===== src/rtl/bp_io_wormhole_arbiter_pkg.sv =====
// Shared constants for the IO NoC wormhole arbiter: controller state encodings
// and a width helper that stays legal for single-entry selects.
package bp_io_wormhole_arbiter_pkg;

  localparam logic [0:0] e_idle   = 1'b0;
  localparam logic [0:0] e_locked = 1'b1;

  function automatic int safe_clog2(input int n);
    return (n > 1) ? $clog2(n) : 1;
  endfunction

endpackage


===== src/rtl/bp_io_rr_picker.sv =====
// Combinational round-robin picker: first valid requester after rr_last_i,
// returned both one-hot and encoded.
module bp_io_rr_picker
  import bp_io_wormhole_arbiter_pkg::*;
#(
  parameter int num_in_p = 2,
  localparam int lg_in_lp = safe_clog2(num_in_p)
) (
  input  logic [num_in_p-1:0] v_i,
  input  logic [lg_in_lp-1:0] rr_last_i,
  output logic [num_in_p-1:0] grant_o,
  output logic [lg_in_lp-1:0] sel_o
);

  logic [lg_in_lp-1:0] idx;
  logic                found;

  always_comb begin
    grant_o = '0;
    sel_o   = '0;
    idx     = '0;
    found   = 1'b0;
    // Offsets 1..num_in_p so the last winner is considered last.
    for (int k = 1; k <= num_in_p; k++) begin
      idx = lg_in_lp'((int'(rr_last_i) + k) % num_in_p);
      if (!found && v_i[idx]) begin
        found        = 1'b1;
        grant_o[idx] = 1'b1;
        sel_o        = idx;
      end
    end
  end

endmodule


===== src/rtl/bp_io_wormhole_arbiter.sv =====
// Packet-granular round-robin merge of several IO NoC flit streams onto one
// egress link; a header with nonzero length locks the grant until its last body flit.
//
// state    | meaning
// e_idle   | picker chooses a valid input; next handshake is a header
// e_locked | grant pinned to lock_id until body_cnt body flits have transferred
module bp_io_wormhole_arbiter
  import bp_io_wormhole_arbiter_pkg::*;
#(
  parameter int num_in_p     = 2,
  parameter int flit_width_p = 64,
  parameter int cord_width_p = 8,
  parameter int len_width_p  = 4,
  localparam int lg_in_lp    = safe_clog2(num_in_p)
) (
  input  logic                         clk_i,
  input  logic                         async_reset_n_i,
  input  logic [num_in_p*flit_width_p-1:0] data_i,
  input  logic [num_in_p-1:0]          v_i,
  output logic [num_in_p-1:0]          ready_and_o,
  output logic [flit_width_p-1:0]      data_o,
  output logic                         v_o,
  input  logic                         ready_and_i,
  output logic [num_in_p-1:0]          grant_o,
  output logic                         locked_o
);

  logic [0:0]             state_q, state_d;
  logic [lg_in_lp-1:0]    lock_id_q, lock_id_d;
  logic [len_width_p-1:0] body_cnt_q, body_cnt_d;
  logic [lg_in_lp-1:0]    rr_last_q, rr_last_d;

  logic [num_in_p-1:0]    pick_grant;
  logic [lg_in_lp-1:0]    pick_sel;
  logic [num_in_p-1:0]    grant;
  logic [lg_in_lp-1:0]    sel;
  logic [flit_width_p-1:0] flit;
  logic                   flit_v;
  logic                   hs;
  logic [len_width_p-1:0] hdr_len;

  bp_io_rr_picker #(
    .num_in_p(num_in_p)
  ) picker (
    .v_i      (v_i),
    .rr_last_i(rr_last_q),
    .grant_o  (pick_grant),
    .sel_o    (pick_sel)
  );

  always_comb begin
    sel   = pick_sel;
    grant = pick_grant;
    if (state_q == e_locked) begin
      sel            = lock_id_q;
      grant          = '0;
      grant[lock_id_q] = 1'b1;
    end
  end

  always_comb begin
    flit = '0;
    for (int k = 0; k < num_in_p; k++) begin
      if (grant[k]) flit = data_i[k*flit_width_p +: flit_width_p];
    end
  end

  assign flit_v  = |(grant & v_i);
  assign hs      = flit_v & ready_and_i;
  assign hdr_len = flit[cord_width_p +: len_width_p];

  always_comb begin
    state_d    = state_q;
    lock_id_d  = lock_id_q;
    body_cnt_d = body_cnt_q;
    rr_last_d  = rr_last_q;
    if (hs) begin
      if (state_q == e_idle) begin
        rr_last_d = sel;
        if (hdr_len != '0) begin
          state_d    = e_locked;
          lock_id_d  = sel;
          body_cnt_d = hdr_len;
        end
      end else if (body_cnt_q == len_width_p'(1)) begin
        state_d    = e_idle;
        body_cnt_d = '0;
      end else begin
        body_cnt_d = body_cnt_q - len_width_p'(1);
      end
    end
  end

  // rr_last resets to the top index so input 0 is first in line.
  always_ff @(posedge clk_i or negedge async_reset_n_i) begin
    if (!async_reset_n_i) begin
      state_q    <= e_idle;
      lock_id_q  <= '0;
      body_cnt_q <= '0;
      rr_last_q  <= lg_in_lp'(num_in_p - 1);
    end else begin
      state_q    <= state_d;
      lock_id_q  <= lock_id_d;
      body_cnt_q <= body_cnt_d;
      rr_last_q  <= rr_last_d;
    end
  end

  assign data_o      = flit;
  assign v_o         = flit_v & async_reset_n_i;
  assign ready_and_o = grant & {num_in_p{ready_and_i & async_reset_n_i}};
  assign grant_o     = grant & {num_in_p{async_reset_n_i}};
  assign locked_o    = (state_q == e_locked) & async_reset_n_i;

endmodule


===== config.mk =====
export PLATFORM = sky130hd
export DESIGN_NAME = bp_io_wormhole_arbiter
export DESIGN_NICKNAME = d
export VERILOG_FILES = /design/src/rtl/bp_io_wormhole_arbiter_pkg.sv /design/src/rtl/bp_io_rr_picker.sv /design/src/rtl/bp_io_wormhole_arbiter.sv
export SDC_FILE = /design/constraint.sdc
export NUM_CORES = 1
export LEC_CHECK = 0
export CORE_MARGIN = 5
export CORE_UTILIZATION = 20
export CTS_CLUSTER_SIZE = 10
export DETAILED_ROUTE_END_ITERATION = 8
export GPL_TIMING_DRIVEN = 0
export PLACE_DENSITY = 0.81
export SLEW_MARGIN = 40
export SYNTH_ARGS = -nofsm -noshare
export SYNTH_HDL_FRONTEND = slang
export SYNTH_SLANG_ARGS = --single-unit

===== constraint.sdc =====
create_clock -name clk_i -period 2.2 [get_ports clk_i]
set_input_delay 0.55 -clock clk_i [delete_from_list [all_inputs] [get_ports clk_i]]
set_output_delay 0.55 -clock clk_i [all_outputs]
set_load 0.02 [all_outputs]

==> impl_results.md, run 1 <==
* Setup_tns at -11.15 ns
* Fin area at 3730 um^2
* Final min period at ~2.4 ns
* Synth warn at 0
* Synth cell types at 33
* Hpwl dp at 6320 um
* RD Place Congestion at 0.822
* Outcome: finished with violations
* DP Cell Count at approximately 420
* First-pass GRT wire length at 11,500 um
* Total grt overflow at 0
* Startpoint Class: flip-flop
* Critical Path Max Stage Delay at around 0.58 ns
* Final Hold Vio Count at 0
* Max-cap viol count at 0
* Worst-path fanout max at 6
* Peak VDD IR at 0.000707 V
* PD cells at 1390 nW/um^2
* CTS tree: yes
* Post-synth EDFFs at 0
* All-Layer GR Usage at a little under a fifth
* WP data arrival at 1.88 ns
* WP buf/inv at 3
* Antenna violations before repair at 0
* Initial Utilization at 20.3%
* Crit-path cells: a21boi_4 -> mux2_4 -> clkbuf_16 -> clkbuf_16 -> a22o_1 -> buf_6
* Async SR Flop Fraction at between 90% and 100%
* Clk sinks at 7
* Final WL at 8230 um
* DR vias/cell at 4.83
* Seq/Total Area, Yosys at between 10% and 20%
* Worst endpoint required time at 1.65 ns
* #FFs+latches synth at 7
* Slew Viols, Final at 0
* Net count, final at ~500
* Detailed router's first-iteration violation count at 42
* Clock buffer count from CTS at 3
* Site Rows at 28
* FMAX at 411 MHz
* Leak pwr at around 1.7 nW
* Port Buf Inserts at 202
* Router iterations before antenna repair at 4
* H-tree Lvls at 1
* Ports at 203
* Vias in the first global route at 2,135
* Ant. Diodes at 0
* CP max stage cell: dfstp_2
* Top delay family on crit path: flip-flops
* # setup viols final at 67
* Non-filler instance count after layout at 437
* Synth Cell Area at 1190 um^2
* Area delta synth->final at 214%
* Hold Path Class: in -> async
* Worst setup EP type: output port
* DRC violations left at 0
* CP most frequent cell: clkbuf_16
* Share of cells above drive strength 1 at 35.1%
* Routed Antenna Nets at 0
* Area after DPL at 3320 um^2
* Die Y-Extent at 87.1 um
* Core area at 5850 um^2
* Pin count of the biggest net entering global routing at 14
* Levels on crit path at 6
* Commonest non-fill, non-tap cell in the layout: clkdlybuf4s50_1
* Clock Skew at about 0.007 ns
* Worst relative slew slack at 81.8%
* Vias at roughly 2,100
* Share of the clock period used by the worst path after layout at 111%
* Root Buffer: clkbuf_8
* Worst-case clock buffer depth at 2
* Fill count at 471
* Failing checks: setup timing
* Cts hold-fix bufs at 0
* Ys flop type: dfrtp_1
* Final worst slack at -0.234 ns
* Width of the chip at 87.1 um
* Reg clk slew, reported paths at around 0.04 ns
* Syn_area_per_cell at between 8 and 9 um^2
* RSZ-0062 raised after global routing: true
* Synthesized Nets at ~280
* Die footprint at 7590 um^2
* Tot Pwr at 5.17 mW
* Clk_lat worst skew at 0.24 ns
* Average wire per standard cell at 18.8 um
* CP Class: reg -> out
* R2R depth at 8
* Gate Count Post-Synth at 141
* Worst Tran Pin Value at 0.273 ns
* Most frequent cells in the layout: clkdlybuf4s50_1, a22o_1, buf_6
Yosys cell counts (2+ instances only):
cell type	instances	area share (%)
a21boi_1	2	1.3
a21oi_1	4	1.7
a221oi_2	3	3.8
a22o_1	63	46
a22oi_1	3	1.9
and2_1	3	1.6
and3_1	3	1.6
buf_1	3	0.95
clkbuf_1	11	3.5
dfrtp_1	6	13
ha_1	2	2.1
inv_1	7	2.2
mux2_4	2	2.5
nand2_1	2	0.63
nand2b_1	3	1.6
nor2_1	3	0.95
o21ai_0	2	0.84
o21ai_1	2	0.84
o221a_2	2	1.9
or4_1	2	1.3
logic make-up after synthesis:
| family | Yosys count | synth area share [%] |
|---|---|---|
| AO/OA/AOI/OAI | 85 | 61.5 |
| buffers and inverters | 24 | 8.52 |
| AND/OR/NAND/NOR | 21 | 10.5 |
| flip-flops | 7 | 14.8 |
| multiplexers | 2 | 2.52 |
| adder cells (fa/ha/maj) | 2 | 2.10 |
state kept, by name, summed over array words and instances, names as in the netlist:
register and flops:
body_cnt_q 4, lock_id_q 1, rr_last_q 1, state_q 1
cell type report:
class                   instances  area, um^2  share of cell area [%]
plain buffers                  15         205                    5.50
clock buffers                   4        45.0                    1.21
inverters                       8        32.5                   0.872
multi-input cells             110         976                    26.2
flip-flops and latches          7         176                    4.73
well taps                      75        93.8                    2.52
repair buffers                218        2200                    59.0
worst reg2reg max path, cell delays in order (launching register included):
cell	delay, ns
dfstp_2	0.58
nor2b_4	0.07
o21ai_4	0.23
buf_4	0.15
buf_4	0.09
a22o_1	0.17
and3_4	0.19
buf_6	0.12
mux2_4	0.29
through the flow:
| stage | worst slack [ns] | hold WS [ns] | utilization, % |
|---|---|---|---|
| after global routing | -0.257 | 0.194 | 63.8 |
| after global placement | -1.36 | 0.542 | 56.7 |
| after detailed placement | -1.36 | 0.553 | 56.7 |
| final | -0.234 | 0.185 | 63.8 |
| after CTS | -0.227 | 0.179 | 60.5 |
| after floorplan | 0.0693 | 0.254 | - |
power by group:
part | total (mW) | switching [mW] | internal, mW
clock | 0.188 | 0.0621 | 0.126
combinational | 4.74 | 2.26 | 2.48
sequential | 0.251 | 0.0527 | 0.199
total | 5.17 | 2.37 | 2.80
worst paths after layout:
path	start	end	slack (ns)
worst max-delay path	rr_last_q	data_o[40]	-0.23
worst min-delay path	async_reset_n_i	body_cnt_q[3]	0.18
worst max register to register	rr_last_q	lock_id_q	0.21
worst min register to register	lock_id_q	lock_id_q	0.57
max in group asynchronous	async_reset_n_i	rr_last_q	1.74
min in group clk_i	lock_id_q	lock_id_q	0.57
routing by layer:
metal  track usage (%)  vias up  wire length (um)
met5                 0        -                 0
met4              2.23        0                29
met3              3.69        3               672
met2              35.5       97              4250
met1              22.9      983              3270
li1                  -     1029                 -
repair_timing:
item / 4_1_cts / 5_1_grt
setup endpoints to repair: 74 / 72
gates cloned: 5 / 0
pin swaps: 8 / 9
gates resized for setup: 380 / 58
setup buffers: 8 / 3
No activity file was read; power rests on OpenSTA's default activity.
==> run 2: changes to the inputs <==
Settings changed: CORE_ASPECT_RATIO set to 0.75.
==> impl_results.md, run 2 (same netlist as run 1, synthesis figures left out) <==
* Outcome: finished with violations
* Failing checks: setup timing
* Detailed router's first-iteration violation count at 53 (+26%)
* Leak pwr at 1.69 nW (+0.19%)
* Final Hold Vio Count at 0 (unchanged)
* Worst setup EP type: output port
* Die Y-Extent at 76.8 um (-12%)
* Peak VDD IR at 0.000733 V (+3.6%)
* GR Util met3 at 5.71% (+2.0 points)
* Reg clk slew, reported paths at 0.04 ns (about the same)
* Register share of total power at 4.9% (about the same)
* Final min period at 2.40 ns (-0.0356 ns)
* Share of cells above drive strength 1 at 35.7% (+0.63 points)
* WP data arrival at 1.85 ns (-0.03 ns)
* Switching Power at 2.32 mW (-2.4%)
* Site Rows at 24 (-14%)
* Die footprint at 7610 um^2 (+0.22%)
* Final WL at 7720 um (-6.1%)
* Routed Antenna Nets at 0 (unchanged)
* Slew Viols, Final at 0 (unchanged)
* Antenna violations before repair at 0 (unchanged)
* Width of the chip at 99.1 um (+14%)
* FF-to-FF setup slack at 0.18 ns (-0.03 ns)
* RSZ-0062 raised after global routing: true
* Most frequent cells in the layout: clkdlybuf4s50_1, a22o_1, buf_6
* Comb power frac at 91.5% (about the same)
* FMAX at 417 MHz (+1.5%)
* Vias at 2,160 (+2.3%)
* GR Util met1 at 19.9% (-3.0 points)
* Net count, final at 500 (+0.40%)
* All-Layer GR Usage at 18.3% (-0.63 points)
* Clock buffer count from CTS at 3 (unchanged)
* Routing usage on met2 at 35.3% (-0.22 points)
* Vias in the first global route at 2,237 (+4.8%)
* DR vias/cell at 4.89 (+1.1%)
* Startpoint Class: flip-flop
* Share of the clock period used by the worst path after layout at 109% (-1.6 points)
* CP Class: reg -> out
* H-tree Lvls at 1 (unchanged)
* Ports at 203 (unchanged)
* Pin count of the biggest net entering global routing at 14 (unchanged)
* Worst-path fanout max at 10 (+4)
* Max reg flops at 4 (unchanged)
* Initial Utilization at 20.5% (+0.19 points)
* PD cells at 1360 nW/um^2 (-1.6%)
* First-pass GRT wire length at 11,600 um (+0.48%)
* Hpwl dp at 6300 um (-0.25%)
* CTS tree: yes
* Worst-case clock buffer depth at 2 (unchanged)
* Clock Skew at 0.00622 ns (-0.000749 ns)
* Max-cap viol count at 0 (unchanged)
* RD Place Congestion at 0.816 (-0.73%)
* Ant. Diodes at 0 (unchanged)
* Non-filler instance count after layout at 442 (+1.1%)
* Worst Tran Pin Value at 0.268 ns (-0.00525 ns)
* Pint at 2.82 mW (+0.51%)
* Clk_lat worst skew at 0.23 ns (about the same)
* Commonest non-fill, non-tap cell in the layout: clkdlybuf4s50_1
* Area delta synth->final at 216%
* Total grt overflow at 0 (unchanged)
* DP Cell Count at 421 (+0.72%)
* Clk sinks at 7 (unchanged)
* Root Buffer: clkbuf_8
* Hold Path Class: in -> async
* Biggest register: body_cnt_q
* Clk pwr share at 3.6% (about the same)
* DRC violations left at 0 (unchanged)
* Final worst slack at -0.199 ns (+0.0356 ns)
* Router iterations before antenna repair at 4 (unchanged)
* # setup viols final at 67 (unchanged)
* Worst relative slew slack at 82.2% (+0.35 points)
* Util after Layout at 64.9% (+1.1 points)
* GRT busiest layer: met2
* Average wire per standard cell at 17.5 um (-7.2%)
* Core area at 5800 um^2 (-0.94%)
* Switching share of power at 45.1% (-0.74 points)
* Cts hold-fix bufs at 0 (unchanged)
* Port Buf Inserts at 202 (unchanged)
* Worst endpoint required time at 1.65 ns (about the same)
## run 2: cell count changes in the layout (fill, tap and decap cells not counted), sizes merged
cell,delta
clkdlybuf4s15,+6
buf,-5
dlygate4sd2,+2
clkbuf,+1
clkdlybuf4s50,-1
dlymetal6s2s,-1
## run 2: area by class of cell
class,count,area (um^2)
buffer,16,206
timing repair buffer,219,2220
fill,484,2030
tap,78,97.6
clock buffer,4,45.0
sequential,7,176
multi-input combinational,110,983
inverter,8,35.0
## run 2: critical path, stage by stage, from the launching register on
cell       delay, ns
dfstp_2         0.59
a21boi_4        0.07
mux2_4          0.30
clkbuf_16       0.18
clkbuf_16       0.16
a22o_1          0.19
buf_6           0.13
## run 2: repair_timing
action | in CTS | in global routing
pin swaps | 12 | 10
gates resized for setup | 380 | 41
buffers inserted | 9 | 5
setup endpoints to repair | 74 | 74
gates cloned | 2 | 1
## run 2: power groups by stage
stage | logic [mW] | clock network, mW | registers [mW]
2_1_floorplan | 2.17 | 0 | 0.227
3_3_place_gp | 3.88 | 0 | 0.236
3_5_place_dp | 3.93 | 0 | 0.237
4_1_cts | 4.35 | 0.186 | 0.247
5_1_grt | 4.96 | 0.195 | 0.257
6_report | 4.70 | 0.184 | 0.252
## run 2: final timing paths
check | start | to | depth (start not counted)
worst min register to register | body_cnt_q[3] | body_cnt_q[3] | 2
min in group clk_i | body_cnt_q[3] | body_cnt_q[3] | 2
worst min-delay path | async_reset_n_i | state_q | 1
worst max register to register | rr_last_q | lock_id_q | 7
worst max-delay path | rr_last_q | data_o[62] | 6
max in group asynchronous | async_reset_n_i | rr_last_q | 1
## run 2: layer usage
layer / wire length, um / up-vias
met2: 4150 / 107
met5: 0 / -
met1: 2820 / 1012
met4: 84 / 0
li1: - / 1031
met3: 668 / 10
## run 2: stage by stage
stage / cell area [um^2] / worst slack (ns) / hold WS (ns) / power (mW) / setup TNS, ns
2_1_floorplan: 1200 / 0.0693 / 0.254 / 2.40 / 0
3_3_place_gp: 3320 / -1.29 / 0.561 / 4.12 / -81.74
3_5_place_dp: 3320 / -1.29 / 0.564 / 4.17 / -83.19
4_1_cts: 3580 / -0.216 / 0.193 / 4.78 / -10.59
5_1_grt: 3760 / -0.241 / 0.202 / 5.41 / -13.43
6_report: 3760 / -0.199 / 0.190 / 5.13 / -10.46
